[src/rtl/midi_capture.sv]
// MIDI byte-stream capture: turns NoteOn/NoteOff traffic into timed monophonic
// segments and writes them as playback words into the player's MIDI region.
//
// parser state | meaning
// P_STAT       | no usable running status; waiting for a status byte
// P_D1         | expecting first data byte (note number)
// P_D2         | expecting second data byte (velocity)
//
// write state  | meaning
// S_IDLE       | no write in flight
// S_WR_NOTE    | writing segment word to MIDI_BASE + idx
// S_WR_LEN     | writing idx + 1 to the length register
module midi_capture #(
  parameter int CLK_FRE   = 50_000_000,
  parameter int MS_DIV    = CLK_FRE / 1000,
  parameter int MIDI_BASE = 16,
  parameter int MIDI_LEN  = 48,
  parameter int LENT_ADDR = 5
) (
  input  logic        clk,
  input  logic        rstn,
  input  logic [7:0]  rxData,
  input  logic        rxValid,
  input  logic        enable,
  output logic [7:0]  wrAddr,
  output logic [3:0]  wrSize,
  output logic [31:0] wrData,
  output logic [5:0]  eventCount,
  output logic        overflow,
  output logic        busy
);

  localparam logic [1:0] P_STAT    = 2'd0;
  localparam logic [1:0] P_D1      = 2'd1;
  localparam logic [1:0] P_D2      = 2'd2;
  localparam logic [1:0] S_IDLE    = 2'd0;
  localparam logic [1:0] S_WR_NOTE = 2'd1;
  localparam logic [1:0] S_WR_LEN  = 2'd2;

  localparam int DIV_W = (MS_DIV > 1) ? $clog2(MS_DIV) : 1;
  localparam logic [DIV_W-1:0] DIV_RELOAD = DIV_W'(MS_DIV - 1);
  localparam logic [5:0] IDX_FULL = 6'(MIDI_LEN);

  logic              en_q;
  logic [1:0]        pstate;
  logic [1:0]        wstate;
  logic              rs_note;
  logic              rs_on;
  logic [7:0]        d1;
  logic [7:0]        cur_note;
  logic [7:0]        cur_velo;
  logic [15:0]       elapsed;
  logic [DIV_W-1:0]  div_cnt;
  logic [5:0]        idx;
  logic [31:0]       seg_word;
  logic              fall_pend;
  logic              overflow_q;

  logic       en_rise, en_fall, run, byte_ok, tick;
  logic       midi_ev, note_on, note_off, do_stop, fall_close, do_close;
  logic       emit, drop;
  logic [7:0] mapped;

  function automatic logic [7:0] note_map(input logic [7:0] n);
    case (n)
      8'd48:   note_map = 8'd1;
      8'd50:   note_map = 8'd2;
      8'd52:   note_map = 8'd3;
      8'd53:   note_map = 8'd4;
      8'd55:   note_map = 8'd5;
      8'd57:   note_map = 8'd6;
      8'd59:   note_map = 8'd7;
      8'd60:   note_map = 8'd8;
      8'd62:   note_map = 8'd9;
      8'd64:   note_map = 8'd10;
      8'd65:   note_map = 8'd11;
      8'd67:   note_map = 8'd12;
      8'd69:   note_map = 8'd13;
      8'd71:   note_map = 8'd14;
      default: note_map = 8'd0;
    endcase
  endfunction

  assign en_rise  = enable & ~en_q;
  assign en_fall  = ~enable & en_q;
  assign run      = enable & en_q;
  assign byte_ok  = rxValid & run;
  assign tick     = run && (div_cnt == '0);
  assign mapped   = note_map(d1);

  assign midi_ev  = byte_ok && (pstate == P_D2) && !rxData[7] && rs_note;
  assign note_on  = midi_ev && rs_on && (rxData != 8'd0);
  assign note_off = midi_ev && !note_on;
  assign do_stop  = note_off && (mapped == cur_note);
  // A close requested by the falling edge waits until any in-flight write drains.
  assign fall_close = (en_fall | fall_pend) && (wstate == S_IDLE);
  assign do_close   = note_on | do_stop | fall_close;
  assign emit = do_close && (elapsed != 16'd0) && (idx != IDX_FULL) && (wstate == S_IDLE);
  assign drop = do_close && (elapsed != 16'd0) && (idx == IDX_FULL);

  always_ff @(posedge clk or negedge rstn) begin
    if (!rstn) en_q <= 1'b0;
    else       en_q <= enable;
  end

  always_ff @(posedge clk or negedge rstn) begin
    if (!rstn) begin
      pstate  <= P_STAT;
      rs_note <= 1'b0;
      rs_on   <= 1'b0;
      d1      <= 8'd0;
    end else if (en_rise) begin
      pstate  <= P_STAT;
      rs_note <= 1'b0;
      rs_on   <= 1'b0;
    end else if (byte_ok && rxData < 8'hF8) begin
      if (rxData >= 8'hF0) begin
        pstate  <= P_STAT;
        rs_note <= 1'b0;
        rs_on   <= 1'b0;
      end else if (rxData[7]) begin
        pstate  <= P_D1;
        rs_note <= (rxData[7:5] == 3'b100);
        rs_on   <= rxData[4];
      end else begin
        case (pstate)
          P_STAT: if (rs_note) begin
            d1     <= rxData;
            pstate <= P_D2;
          end
          P_D1: begin
            d1     <= rxData;
            pstate <= P_D2;
          end
          default: pstate <= P_D1;
        endcase
      end
    end
  end

  always_ff @(posedge clk or negedge rstn) begin
    if (!rstn) begin
      cur_note <= 8'd0;
      cur_velo <= 8'd0;
      elapsed  <= 16'd0;
      div_cnt  <= DIV_RELOAD;
    end else if (en_rise) begin
      cur_note <= 8'd0;
      cur_velo <= 8'd0;
      elapsed  <= 16'd0;
      div_cnt  <= DIV_RELOAD;
    end else begin
      // A tick landing on a close is discarded; the new segment starts at zero.
      if (do_close) begin
        elapsed <= 16'd0;
        div_cnt <= DIV_RELOAD;
      end else if (run) begin
        if (tick) begin
          div_cnt <= DIV_RELOAD;
          if (elapsed != 16'hFFFF) elapsed <= elapsed + 16'd1;
        end else begin
          div_cnt <= div_cnt - 1'b1;
        end
      end
      if (note_on) begin
        cur_note <= mapped;
        cur_velo <= rxData;
      end else if (do_stop) begin
        cur_note <= 8'd0;
        cur_velo <= 8'd0;
      end
    end
  end

  always_ff @(posedge clk or negedge rstn) begin
    if (!rstn) begin
      wstate     <= S_IDLE;
      seg_word   <= 32'd0;
      idx        <= 6'd0;
      overflow_q <= 1'b0;
      fall_pend  <= 1'b0;
    end else begin
      case (wstate)
        S_IDLE: if (emit) begin
          wstate   <= S_WR_NOTE;
          seg_word <= {cur_note, cur_velo, elapsed};
        end
        S_WR_NOTE: wstate <= S_WR_LEN;
        default:   wstate <= S_IDLE;
      endcase

      if (en_rise)                idx <= 6'd0;
      else if (wstate == S_WR_LEN) idx <= idx + 6'd1;

      if (en_rise)   overflow_q <= 1'b0;
      else if (drop) overflow_q <= 1'b1;

      if (en_rise || fall_close) fall_pend <= 1'b0;
      else if (en_fall)          fall_pend <= 1'b1;
    end
  end

  always_comb begin
    wrAddr = 8'd0;
    wrSize = 4'h0;
    wrData = 32'd0;
    case (wstate)
      S_WR_NOTE: begin
        wrAddr = 8'(MIDI_BASE) + {2'b00, idx};
        wrSize = 4'hF;
        wrData = seg_word;
      end
      S_WR_LEN: begin
        wrAddr = 8'(LENT_ADDR);
        wrSize = 4'hF;
        wrData = {26'd0, idx + 6'd1};
      end
      default: ;
    endcase
  end

  assign eventCount = idx;
  assign overflow   = overflow_q;
  assign busy       = (wstate != S_IDLE);

endmodule

[config.mk]
export PLATFORM = sky130hd
export DESIGN_NAME = midi_capture
export DESIGN_NICKNAME = d
export VERILOG_FILES = /design/src/rtl/midi_capture.sv
export SDC_FILE = /design/constraint.sdc
export NUM_CORES = 1
export LEC_CHECK = 0
export CAP_MARGIN = 15
export CELL_PAD_IN_SITES_DETAIL_PLACEMENT = 1
export CELL_PAD_IN_SITES_GLOBAL_PLACEMENT = 1
export CORE_MARGIN = 5
export CORE_UTILIZATION = 35
export DETAILED_ROUTE_END_ITERATION = 16
export GPL_ROUTABILITY_DRIVEN = 0
export PLACE_DENSITY = 0.7
export SLEW_MARGIN = 20
export SYNTH_ARGS = -nofsm -noshare
export SYNTH_HDL_FRONTEND = slang
export SYNTH_SLANG_ARGS = --single-unit
[constraint.sdc]
create_clock -name clk -period 3.9 [get_ports clk]
set_input_delay 0.39 -clock clk [delete_from_list [all_inputs] [get_ports clk]]
set_output_delay 0.39 -clock clk [all_outputs]
set_load 0.05 [all_outputs]
==> qor.yml <==
status: "completed"
p_leak_nw: 2.53
crit_path_start_kind: "flip-flop"
drive_gt1_share_pct: 13.8
clock-sinks: 94
wl_microns: 12700
clkTransAtPathRegs_ps: 70
dp_cells: 703
fmax_mhz: 310
multi_input_area_sq_um: 2470
final_area_sq_um: 6040
fin_nets: 552
grt_overflow: 0
wl_per_cell_microns: 17.6
antenna_found_initial: 0
hold_class: "primary input to asynchronous set/reset pin"
yosys_warnings: 0
dpl_cell_area_sq_um: 5740
ys_ff_latch: 94
setup_tns_ps: 0
p_switching_mw: 0.513
grt_first_pass_wirelength_microns: 21500
arrival_ps: 2830
cts_resized: 0
timing.final.crit_share_pct: 82.6
met2_usage_pct: 26.1
cts_made_buffers: 9
fin_cells: 719
track_usage_pct: 16.1
io_buffers: 58
syn_avg_cell_area_sq_um: 10.5
fin_skew_ps: 10.4
async_flop_share_pct: 100
seq_area_sq_um: 2360
start_util_pct: 35.2
die-width_microns: 130
vias: 3699
area.growth.synth_to_final_pct: 19.5
hpwlAfterDp_microns: 9160
clk_path_buf_depth: 2
synth_area_leaders: "dfrtp_1 42%, mux2_4 5.9%, dfstp_2 4.7%, mux2_2 3.3%, and2_1 3.2%"
viasPerCell: 5.14
root_buffer: "clkbuf_16"
die_h_microns: 130
fin_ws_ps: 678
row_count: 44
ant_nets: 0
ys.flop_type: "dfrtp_1"
tightestPinTransition_ps: 852
finalSetupViolCount: 0
seq_area_frac_synth_pct: 46.7
path_class: "flip-flop to output port"
seqPwrFrac_pct: 49.0
nFillCells: 1587
drv_slew: 0
hold_viol: 0
slew-limit-headroom_pct: 43.2
cts-htree-levels: 3
core_area_sq_um: 14400
endpoint_kind: "output port"
drt_iter0_markers: 152
syn_area_sq_um: 5060
p_int_mw: 1.59
first_pass_iters: 4
grt_use_met3_pct: 3.19
pwr-share-clk_pct: 43.0
grt_max_degree: 80
timing.final.crit_period_ps: 3220
ios: 64
met1_usage_pct: 21.3
grt_busiest_layer: "met2"
combPwrFrac_pct: 7.9
die_area_sq_um: 17000
insertion_delay_ps: 350
cts_tree: "yes"
diodes: 0
syn_inst: 480
hold_buffers: 0
yosysUniqueCellTypes: 65
synth_edf_count: 0
required_ps: 3510
postCtsSetupRepairBufs: 0
irDropWorstVdd_uv: 179
swShare_pct: 24.4
rsz0062_at_grt: "false"
ys_top_cells_by_count: "85 x dfrtp_1, 43 x nor2_1, 36 x nand2_1"
grt_pass1_vias: 4106
synth.most_common_cell: "dfrtp_1"
finalPower_mw: 2.11
dp_slack_ps: 534
synth_top_cell_area_share_pct: 42.1
maxCapViolCount: 0
power.density_nw_per_um2: 348
drc: 0
path_max_fanout: 23
synth_area_leader_cell: "dfrtp_1"
cell usage in the layout, fill, tap and decap left out, drive strengths merged, types with 3 or more instances in the layout:
cell type / instances
dfrtp: 85
buf: 6
a22oi: 4
clkdlybuf4s50: 57
o21a: 3
o2bb2ai: 3
nand3: 17
and2: 26
mux2i: 5
nor3b: 4
clkbuf: 13
a21oi: 14
nand2: 36
nand2b: 7
o21ai: 8
mux2: 35
nor3: 8
ha: 10
nor4: 9
inv: 14
and3: 13
conb: 5
or3: 5
xnor2: 17
nor2: 43
dfstp: 9
o31ai: 3
nor2b: 10
a22o: 7
nand4: 7
a21boi: 4
xor2: 18
flip-flops by register name, indices dropped and copies added, names as in the netlist:
register and cells:
cur_note 4, cur_velo 8, d1 7, div_cnt 16, elapsed 16, en_q 1, eventCount 6, fall_pend 1
overflow 1, pstate 2, rs_note 1, rs_on 1, seg_word 28, wstate 2
power groups by stage:
stage	sequential, mW	clock [mW]	combinational (mW)
2_1_floorplan	1.03	0	0.131
3_3_place_gp	1.05	0	0.159
3_5_place_dp	1.05	0	0.168
4_1_cts	1.03	0.933	0.169
5_1_grt	1.04	0.982	0.186
6_report	1.03	0.906	0.167
final timing paths:
| path | from | cells after the start | slack [ps] | endpoint |
|---|---|---|---|---|
| worst max-delay path | wstate[1]$_DFFE_PN0P_ | 5 | 680 | wrData[23] |
| worst min-delay path | rstn | 1 | 60 | seg_word[11]$_DFFE_PN0P_ |
| worst max register to register | d1[4]$_DFFE_PN0P_ | 8 | 680 | seg_word[14]$_DFFE_PN0P_ |
| worst min register to register | cur_velo[7]$_DFFE_PN0P_ | 1 | 490 | cur_velo[7]$_DFFE_PN0P_ |
| max in group asynchronous | rstn | 2 | 3100 | rs_note$_DFFE_PN0P_ |
| min in group clk | cur_velo[7]$_DFFE_PN0P_ | 1 | 490 | cur_velo[7]$_DFFE_PN0P_ |
final cells by class:
class | count | share of cell area (%)
multi-input cells | 348 | 41.0
flip-flops and latches | 94 | 39.1
repair buffers | 63 | 10.2
clock buffers | 13 | 4.31
well taps | 184 | 3.81
inverters | 14 | 0.870
clock inverters | 3 | 0.704
layer usage:
| metal | up-vias | part of all wire (%) |
|---|---|---|
| li1 | 1752 | - |
| met1 | 1873 | 46 |
| met2 | 60 | 49 |
| met3 | 14 | 3.1 |
| met4 | 0 | 1.7 |
| met5 | - | 0 |
critical path: stages (launching register included):
cell and delay, ps:
dfrtp_1 400, inv_1 100, ha_1 670, buf_4 300
and2_1 190, clkdlybuf4s50_1 820
stage by stage:
stage	hold slack [ps]	utilization, %
after floorplan	94.4	-
after detailed placement	482	39.9
after CTS	266	42.0
after global placement	473	39.9
final	62.4	42.1
after global routing	146	42.1
kinds of logic (layout without fill, tap and decap cells):
kind of cell,Yosys count,after routing,share of synthesized area (%)
AO/OA/AOI/OAI,63,63,9.30
XOR/XNOR,35,35,6.06
adder cells (fa/ha/maj),10,10,2.47
buffers and inverters,42,93,4.63
flip-flops,94,94,46.7
multiplexers,40,40,10.3
other,1,5,0.0741
AND/OR/NAND/NOR,195,195,20.5
Note: power is estimated with default switching activity, not from simulation.
